**src/rtl/divider_arbiter.sv**
```systemverilog
// Round-robin front end that shares one sequential divider among NUM_REQ requesters,
// short-circuits divide-by-zero and recovers from a hung divider with a watchdog reset.
module divider_arbiter #(
  parameter int unsigned NUM_REQ        = 4,
  parameter int unsigned ID_W           = 2,
  parameter int unsigned TIMEOUT_CYCLES = 100
) (
  input  logic                  clk,
  input  logic                  rst_n,
  input  logic [NUM_REQ-1:0]    req_valid,
  input  logic [NUM_REQ*32-1:0] req_a,
  input  logic [NUM_REQ*32-1:0] req_b,
  output logic [NUM_REQ-1:0]    req_accept,
  output logic                  resp_valid,
  output logic [ID_W-1:0]       resp_id,
  output logic [31:0]           resp_quotient,
  output logic [31:0]           resp_remainder,
  output logic [1:0]            resp_err,
  output logic                  div_enable,
  output logic [31:0]           div_a,
  output logic [31:0]           div_b,
  output logic                  div_rst_n,
  input  logic [31:0]           div_quotient,
  input  logic [31:0]           div_remainder,
  input  logic                  div_done
);

  typedef enum logic [2:0] {S_IDLE, S_ISSUE, S_WAIT, S_RECOVER, S_RESP} state_t;

  state_t               state_q, state_d;
  logic [ID_W-1:0]      last_grant_q, last_grant_d;
  logic [ID_W-1:0]      cur_id_q, cur_id_d;
  logic [7:0]           wd_cnt_q, wd_cnt_d;
  logic                 recover_q, recover_d;
  logic [NUM_REQ-1:0]   req_accept_q, req_accept_d;
  logic                 resp_valid_q, resp_valid_d;
  logic [ID_W-1:0]      resp_id_q, resp_id_d;
  logic [31:0]          resp_quotient_q, resp_quotient_d;
  logic [31:0]          resp_remainder_q, resp_remainder_d;
  logic [1:0]           resp_err_q, resp_err_d;
  logic                 div_enable_q, div_enable_d;
  logic [31:0]          div_a_q, div_a_d;
  logic [31:0]          div_b_q, div_b_d;

  logic                 grant_found;
  logic [ID_W-1:0]      grant_idx;
  logic [ID_W-1:0]      cand;
  logic [31:0]          sel_a, sel_b;

  // Search starts one past the last grant, so the last winner has lowest priority.
  always_comb begin
    grant_found = 1'b0;
    grant_idx   = '0;
    cand        = '0;
    for (int unsigned k = 1; k <= NUM_REQ; k++) begin
      cand = ID_W'((32'(last_grant_q) + k) % NUM_REQ);
      if (!grant_found && req_valid[cand]) begin
        grant_found = 1'b1;
        grant_idx   = cand;
      end
    end
    sel_a = req_a[32*grant_idx +: 32];
    sel_b = req_b[32*grant_idx +: 32];
  end

  always_comb begin
    state_d          = state_q;
    last_grant_d     = last_grant_q;
    cur_id_d         = cur_id_q;
    wd_cnt_d         = wd_cnt_q;
    recover_d        = 1'b0;
    req_accept_d     = '0;
    resp_valid_d     = 1'b0;
    resp_id_d        = resp_id_q;
    resp_quotient_d  = resp_quotient_q;
    resp_remainder_d = resp_remainder_q;
    resp_err_d       = resp_err_q;
    div_enable_d     = 1'b0;
    div_a_d          = div_a_q;
    div_b_d          = div_b_q;
    case (state_q)
      S_IDLE: begin
        if (grant_found) begin
          last_grant_d            = grant_idx;
          cur_id_d                = grant_idx;
          req_accept_d[grant_idx] = 1'b1;
          if (sel_b == '0) begin
            resp_valid_d     = 1'b1;
            resp_id_d        = grant_idx;
            resp_quotient_d  = '1;
            resp_remainder_d = sel_a;
            resp_err_d       = 2'b01;
            state_d          = S_RESP;
          end else begin
            div_a_d      = sel_a;
            div_b_d      = sel_b;
            div_enable_d = 1'b1;
            state_d      = S_ISSUE;
          end
        end
      end
      S_ISSUE: begin
        wd_cnt_d = '0;
        state_d  = S_WAIT;
      end
      S_WAIT: begin
        // A zero count marks the first WAIT cycle, where a stale done is ignored.
        if (wd_cnt_q != '0 && div_done) begin
          resp_valid_d     = 1'b1;
          resp_id_d        = cur_id_q;
          resp_quotient_d  = div_quotient;
          resp_remainder_d = div_remainder;
          resp_err_d       = 2'b00;
          state_d          = S_RESP;
        end else begin
          wd_cnt_d = wd_cnt_q + 8'd1;
          if (wd_cnt_d == 8'(TIMEOUT_CYCLES)) begin
            recover_d = 1'b1;
            state_d   = S_RECOVER;
          end
        end
      end
      S_RECOVER: begin
        resp_valid_d     = 1'b1;
        resp_id_d        = cur_id_q;
        resp_quotient_d  = '0;
        resp_remainder_d = '0;
        resp_err_d       = 2'b10;
        state_d          = S_RESP;
      end
      S_RESP:  state_d = S_IDLE;
      default: state_d = S_IDLE;
    endcase
  end

  always_ff @(posedge clk) begin
    if (!rst_n) begin
      state_q          <= S_IDLE;
      last_grant_q     <= ID_W'(NUM_REQ - 1);
      cur_id_q         <= '0;
      wd_cnt_q         <= '0;
      recover_q        <= 1'b0;
      req_accept_q     <= '0;
      resp_valid_q     <= 1'b0;
      resp_id_q        <= '0;
      resp_quotient_q  <= '0;
      resp_remainder_q <= '0;
      resp_err_q       <= '0;
      div_enable_q     <= 1'b0;
      div_a_q          <= '0;
      div_b_q          <= '0;
    end else begin
      state_q          <= state_d;
      last_grant_q     <= last_grant_d;
      cur_id_q         <= cur_id_d;
      wd_cnt_q         <= wd_cnt_d;
      recover_q        <= recover_d;
      req_accept_q     <= req_accept_d;
      resp_valid_q     <= resp_valid_d;
      resp_id_q        <= resp_id_d;
      resp_quotient_q  <= resp_quotient_d;
      resp_remainder_q <= resp_remainder_d;
      resp_err_q       <= resp_err_d;
      div_enable_q     <= div_enable_d;
      div_a_q          <= div_a_d;
      div_b_q          <= div_b_d;
    end
  end

  assign req_accept     = req_accept_q;
  assign resp_valid     = resp_valid_q;
  assign resp_id        = resp_id_q;
  assign resp_quotient  = resp_quotient_q;
  assign resp_remainder = resp_remainder_q;
  assign resp_err       = resp_err_q;
  assign div_enable     = div_enable_q;
  assign div_a          = div_a_q;
  assign div_b          = div_b_q;
  assign div_rst_n      = rst_n & ~recover_q;

endmodule

```
**config.mk**
```make
export PLATFORM = sky130hd
export DESIGN_NAME = divider_arbiter
export DESIGN_NICKNAME = d
export VERILOG_FILES = /design/src/rtl/divider_arbiter.sv
export SDC_FILE = /design/constraint.sdc
export NUM_CORES = 1
export LEC_CHECK = 0
export ABC_AREA = 1
export CAP_MARGIN = 20
export CORE_AREA = 3 3 180 182
export DETAILED_ROUTE_END_ITERATION = 6
export DIE_AREA = 0 0 183 185
export HOLD_SLACK_MARGIN = 0.05
export PLACE_DENSITY = 0.64
export SETUP_SLACK_MARGIN = 0.15
export SYNTH_ARGS = -nofsm -noshare
export SYNTH_HDL_FRONTEND = slang
export SYNTH_SLANG_ARGS = --single-unit
```
**constraint.sdc**
```tcl
create_clock -name clk -period 6 [get_ports clk]
set_input_delay 1.8 -clock clk [delete_from_list [all_inputs] [get_ports clk]]
set_output_delay 1.8 -clock clk [all_outputs]
set_load 0.03 [all_outputs]
```
* Word level (Yosys, flattened, before mapping) *
Index checks and enable logic that the tools add are counted.

word-level totals
  register bits after elaboration = 154
  input bits = 327
  logic and storage cells = 108

operators by class
  add/sub/neg operators = 5
  order comparisons = 6
  equal/unequal tests = 9
  shift operators = 2
  multiplexer cells = 47
  bitwise logic cells = 5
  reductions and logical operators = 20

operators with widths
  kind                   number
  $shiftx A128 B8 Y32    2
  $mux W32               6
  $pmux W32 S3           2
  $logic_not A32 Y1      1
  $mux W2                10
  $pmux W8 S2            1
  $lt A2 B3 Y1 const B   5
  $mux W1                14
  $mux W3                4
  $pmux W2 S3            2
  $pmux W3 S4            1
  $add A8 B1 Y8 const B  1
  $bmux W1 S2            4
  $eq A8 B7 Y1 const B   1
  $mux W8                1
  $ne A2 B2 Y1 const B   4
  $reduce_bool A8 Y1     1
  $eq A3 B2 Y1 const B   2
  $reduce_and A2 Y1      3
  $reduce_and A3 Y1      2
  $logic_and A1 B1 Y1    5
  $add A2 B1 Y2 const B  2
  $add A2 B2 Y2 const B  2
  $not A1 Y1             4
  other kinds (12)       14

* Logic depth before layout (Yosys ltp) *
  depth after elaboration = 18
  gate-level depth with buffers = 28
  depth with buffers taken out = 25

* Least setup slack after synthesis *
Ideal clock, no wire load.

  kind = input port to output port
  from = input rst_n
  to = output div_rst_n
  arrival time = 2.814 ns
  setup slack = 1.386 ns
  cell stages on the path = 4
  cells stage by stage = clkbuf_1 inv_1 clkbuf_1 nor2_1

on the way
  longest elaborated chain between the ends = 1

ends and longest elaborated chain
  item             line  RTL
  start, declared  9     input logic rst_n,
  $and A1 B1 Y1    179   assign div_rst_n = rst_n & ~recover_q;
  end, declared    22    output logic div_rst_n,

No other way between the ends.

* Worst setup path in the final report *
  from = input req_valid[3]
  to = register resp_quotient_q[1], in the netlist resp_quotient[1]

on the way
  longest elaborated chain between the ends = 16
  elaborated cells on any way between the ends = 27

ends and longest elaborated chain
  item                                  line  RTL
  start, declared                       10    input logic [NUM_REQ-1:0] req_valid,
  $bmux W1 S2                           57    if (!grant_found && req_valid[cand]) begin
  $mux W1 (not written as such)         57
  $mux W1                               57
  $logic_not A1 Y1                      57
  $logic_and A1 B1 Y1                   57
  $mux W1                               57
  $logic_not A1 Y1                      57
  $logic_and A1 B1 Y1                   57
  $mux W1                               57
  $logic_not A1 Y1                      57
  $logic_and A1 B1 Y1                   57
  $mux W2                               57
  $shiftx A128 B8 Y32                   63    sel_b = req_b[32*grant_idx +: 32];
  $logic_not A32 Y1                     87    if (sel_b == '0) begin
  $ne A2 B2 Y1 (no source line)         -
  $reduce_and A4 Y1 (no source line) *  -
  end signal, assigned                  161   resp_quotient_q <= resp_quotient_d;
  end, declared                         38    logic [31:0] resp_quotient_q, resp_quotient_d;

Mark *: on every way between the ends. The rest lies on a longest branch, timed or not. The select of a mux whose other input is x is not followed.
A chain may end at the register's enable or synchronous reset.

==> run_results.csv <==
group,metric,value,unit
status,status,"finished, final reports clean",
synth,avgSynthCellArea,6.32,um^2
cts,numCtsBuffers,17,
finish,multi_input_area,0.00475,mm^2
worst_hold_path,holdPathEnd,"resp_err[0]",
cts,cts_num_sinks,154,
global_routing,grt_pass1_vias,10400,
cts,cts_tree,"built",
synth,synthCells,1381,
cts,clock_path_buffers,2,
pwr,p_sw_share,54.3,%
placed_design,place_area,0.0137,mm^2
die,die_h,185,um
cts,clk_pin_slew,70,ps
die,core_area,0.0307,mm^2
die,initial_utilization,28.4,%
global_routing,grt_max_degree,84,
finish,layout.cells.most_common,"clkdlybuf4s50_1",
setup_path,critPathRequiredTime,6360,ps
synth,synth-simple-area-share,38.1,%
finish,num-fill-cells,3114,
setup_path,r2r_end,"resp_quotient[1]",
setup_path,crit_top_cell,"nand2_1",
die,row_count,64,
setup_path,startpoint_type,"primary input",
finish,layout.nets,2117,
timing,setup_violations,0,
die,ios,466,
cts,cts_max_level,4,
global_routing,grt.overflow.total,0,
synth,synth_area_leaders,"dfxtp_1, nand2_1, a22oi_1",
finish,area_growth,64.2,%
setup_path,crit_path_top_delay_cell,"clkdlybuf4s50_1",
global_routing,grt_pass1_wl,59.5,mm
synth,synth_nets,1710,
timing,period_share,87.6,%
pwr,p_seq_share,16.7,%
worst_hold_path,min_path_cells,2,
worst_hold_path,hold_start,"resp_err[0]",
setup_path,worstSetupEndpointType,"flip-flop",
finish,final_util,46.6,%
synth,synth_compound_area_share,15.3,%
timing,maxSlewViolCount,0,
placed_design,io_buffers,465,
synth,synthMuxAreaShare,0,%
synth,synthXorXnorAreaFrac,0.401,%
timing,hold_viol,0,
route,dr_total_vias,10800,
route,drc,0,
pwr,peakVddDrop,0.000486,V
cts,insertion_delay,430,ps
timing,fin_skew,12.6,ps
route,drt-wirelength-per-cell,18.0,um
global_routing,groute.usage.overall,22.4,%
synth,synth-seq-area-share,35.3,%
die,fp.dieArea,0.0339,mm^2
placed_design,gp_congestion,0.890,
timing,fmax,0.190,GHz
finish,post-route-cell-area,0.0143,mm^2
synth,synth.largest_area_cell,"dfxtp_1",
placed_design,dp_hpwl,29.4,mm
setup_path,path_class,"primary input to flip-flop",
finish,instances_no_fill,2201,
cts,cts_resized,0,
setup_path,worstPathCellList,"clkdlybuf4s50_1, inv_1, nand2_1, nand2_1, nor2_1, a21oi_1, nand3_2, nand2_4, nand2_4, buf_12, nand3_1, nand2_1, nor2_1, nand2_1, nor2_1, nand2_1, nor2_1, nand2_1, nand2_2, nand3_4, buf_4, nand2_1, nand2_1, nor2_1",
synth,synth_area,0.00873,mm^2
die,die_x,183,um
pwr,p_comb_share,71.2,%
synth,ys_seq_elements,154,
job,max-cap-violations,0,
finish,ff_latch_area,0.00308,mm^2
timing,worst_slew_pin_slew,920,ps
pwr,power_switching,5.13,mW
route,drt_first_pass_iters,5,
synth,synth_top_family_by_area,"simple AND/OR/NAND/NOR gates",
timing,min_period,5260,ps
cts,hold_buffers,0,
worst_hold_path,worstHoldPathType,"flip-flop to flip-flop",
pwr,powerDensity,659,mW/mm^2
setup_path,max_stage_delay,420,ps
cts,cts_setup_buffers,0,
timing,fin_tns_setup,0,ps
synth,synth_top_area_share,35.3,%
route,routed_via_density,4.91,
setup_path,regToRegStartpoint,"last_grant_q[0]",
synth,ys_types,34,
synth,yosysWarnings,0,
finish,drive_gt1_share,4.05,%
placed_design,dpl.cell_count,2164,
setup_path,crit_path_max_fanout,63,
finish,final_cell_mix,"clkdlybuf4s50_1, nand2_1, nor2_1",
timing,rsz0062_at_grt,"no",
global_routing,antenna_found_initial,2,
route,drt_iter0_drc,786,
pwr,pwr-share-clk,12.1,%
cts,cts-root-buf,"clkbuf_16",
setup_path,startpoint,"req_valid[3]",
setup_path,arrival,5610,ps
timing,slew_headroom,38.7,%
synth,synth_fa_ha_area_share,0.287,%
route,totalWireLength,39.7,mm
setup_path,r2r_slack,1820,ps
route,antenna_left,0,
pwr,internal_power,4.31,mW
pwr,leakage,6.48,nW
setup_path,reg2reg_depth,24,
-- Yosys cell counts, drive strengths merged --
master	count
nand4	63
a221oi	1
clkbuf	66
a41oi	1
a21oi	11
nand3	85
ha	2
nor2	227
xor2	2
nand2	372
a31oi	1
a22oi	118
xnor2	2
o211ai	2
dfxtp	154
o21ai	70
nor3	37
inv	126
clkinv	2
or2	2
a211oi	1
buf	34
nand3b	2
-- sequential cells by signal, summed over array words and instances (netlist names), 3 cells and up --
register / cells
div_a: 32
div_b: 32
resp_quotient: 32
req_accept: 4
resp_remainder: 32
wd_cnt_q: 8
state_q: 3
-- power groups by stage --
| stage | sequential (mW) | combinational [mW] | clock (mW) |
|---|---|---|---|
| 2_1_floorplan | 2.18 | 3.83 | 0 |
| 3_3_place_gp | 1.59 | 6.68 | 0 |
| 3_5_place_dp | 1.59 | 6.72 | 0 |
| 4_1_cts | 1.58 | 6.75 | 1.17 |
| 5_1_grt | 1.62 | 7.47 | 1.21 |
| 6_report | 1.58 | 6.72 | 1.14 |
-- stage by stage --
| stage | power [mW] | setup WS [ps] | hold WS (ps) |
|---|---|---|---|
| 6_report | 9.44 | 745 | 456 |
| 5_1_grt | 10.3 | 271 | 494 |
| 2_1_floorplan | 6.00 | 1390 | 441 |
| 3_3_place_gp | 8.27 | 361 | 440 |
| 3_5_place_dp | 8.31 | 342 | 449 |
| 4_1_cts | 9.50 | 764 | 459 |
-- how the worst max path moves through the flow --
stage | to | slack (ps)
3_5_place_dp | resp_quotient[21] | 340
5_1_grt | resp_quotient[16] | 270
4_1_cts | resp_quotient[21] | 760
6_report | resp_quotient[1] | 740
2_1_floorplan | div_rst_n | 1390
3_3_place_gp | resp_quotient[21] | 360
-- kinds of logic after synthesis --
| kind of cell | count (synthesis) |
|---|---|
| and+or+nand+nor | 788 |
| buffers and inverters | 228 |
| AOI/OAI and AO/OA | 205 |
| DFF | 154 |
| xor gates and xnor gates | 4 |
| adders and majority gates | 2 |
-- routing by layer --
layer  part of all wire (%)  GRT usage, %  vias to the layer above
met5                      0             0                        -
li1                       -             -                     5348
met2                     49          39.9                      446
met4                    2.2          6.15                        0
met1                     41          27.2                     4975
met3                    7.5          4.99                       44
-- worst max-delay path, delay by kind of cell --
family	cells	cell delay [ps]
buf+inv	4	1070
simple gates	19	2480
compound gates	1	210
-- cell type report --
type | count | area share, %
inverters | 128 | 3.35
clock buffers | 20 | 3.12
flip-flops and latches | 154 | 21.5
well taps | 396 | 3.46
repair buffers | 488 | 34.2
multi-input cells | 999 | 33.2
diodes | 4 | 0.0699
clock inverters | 12 | 1.15
No activity file was read; power rests on OpenSTA's default activity.
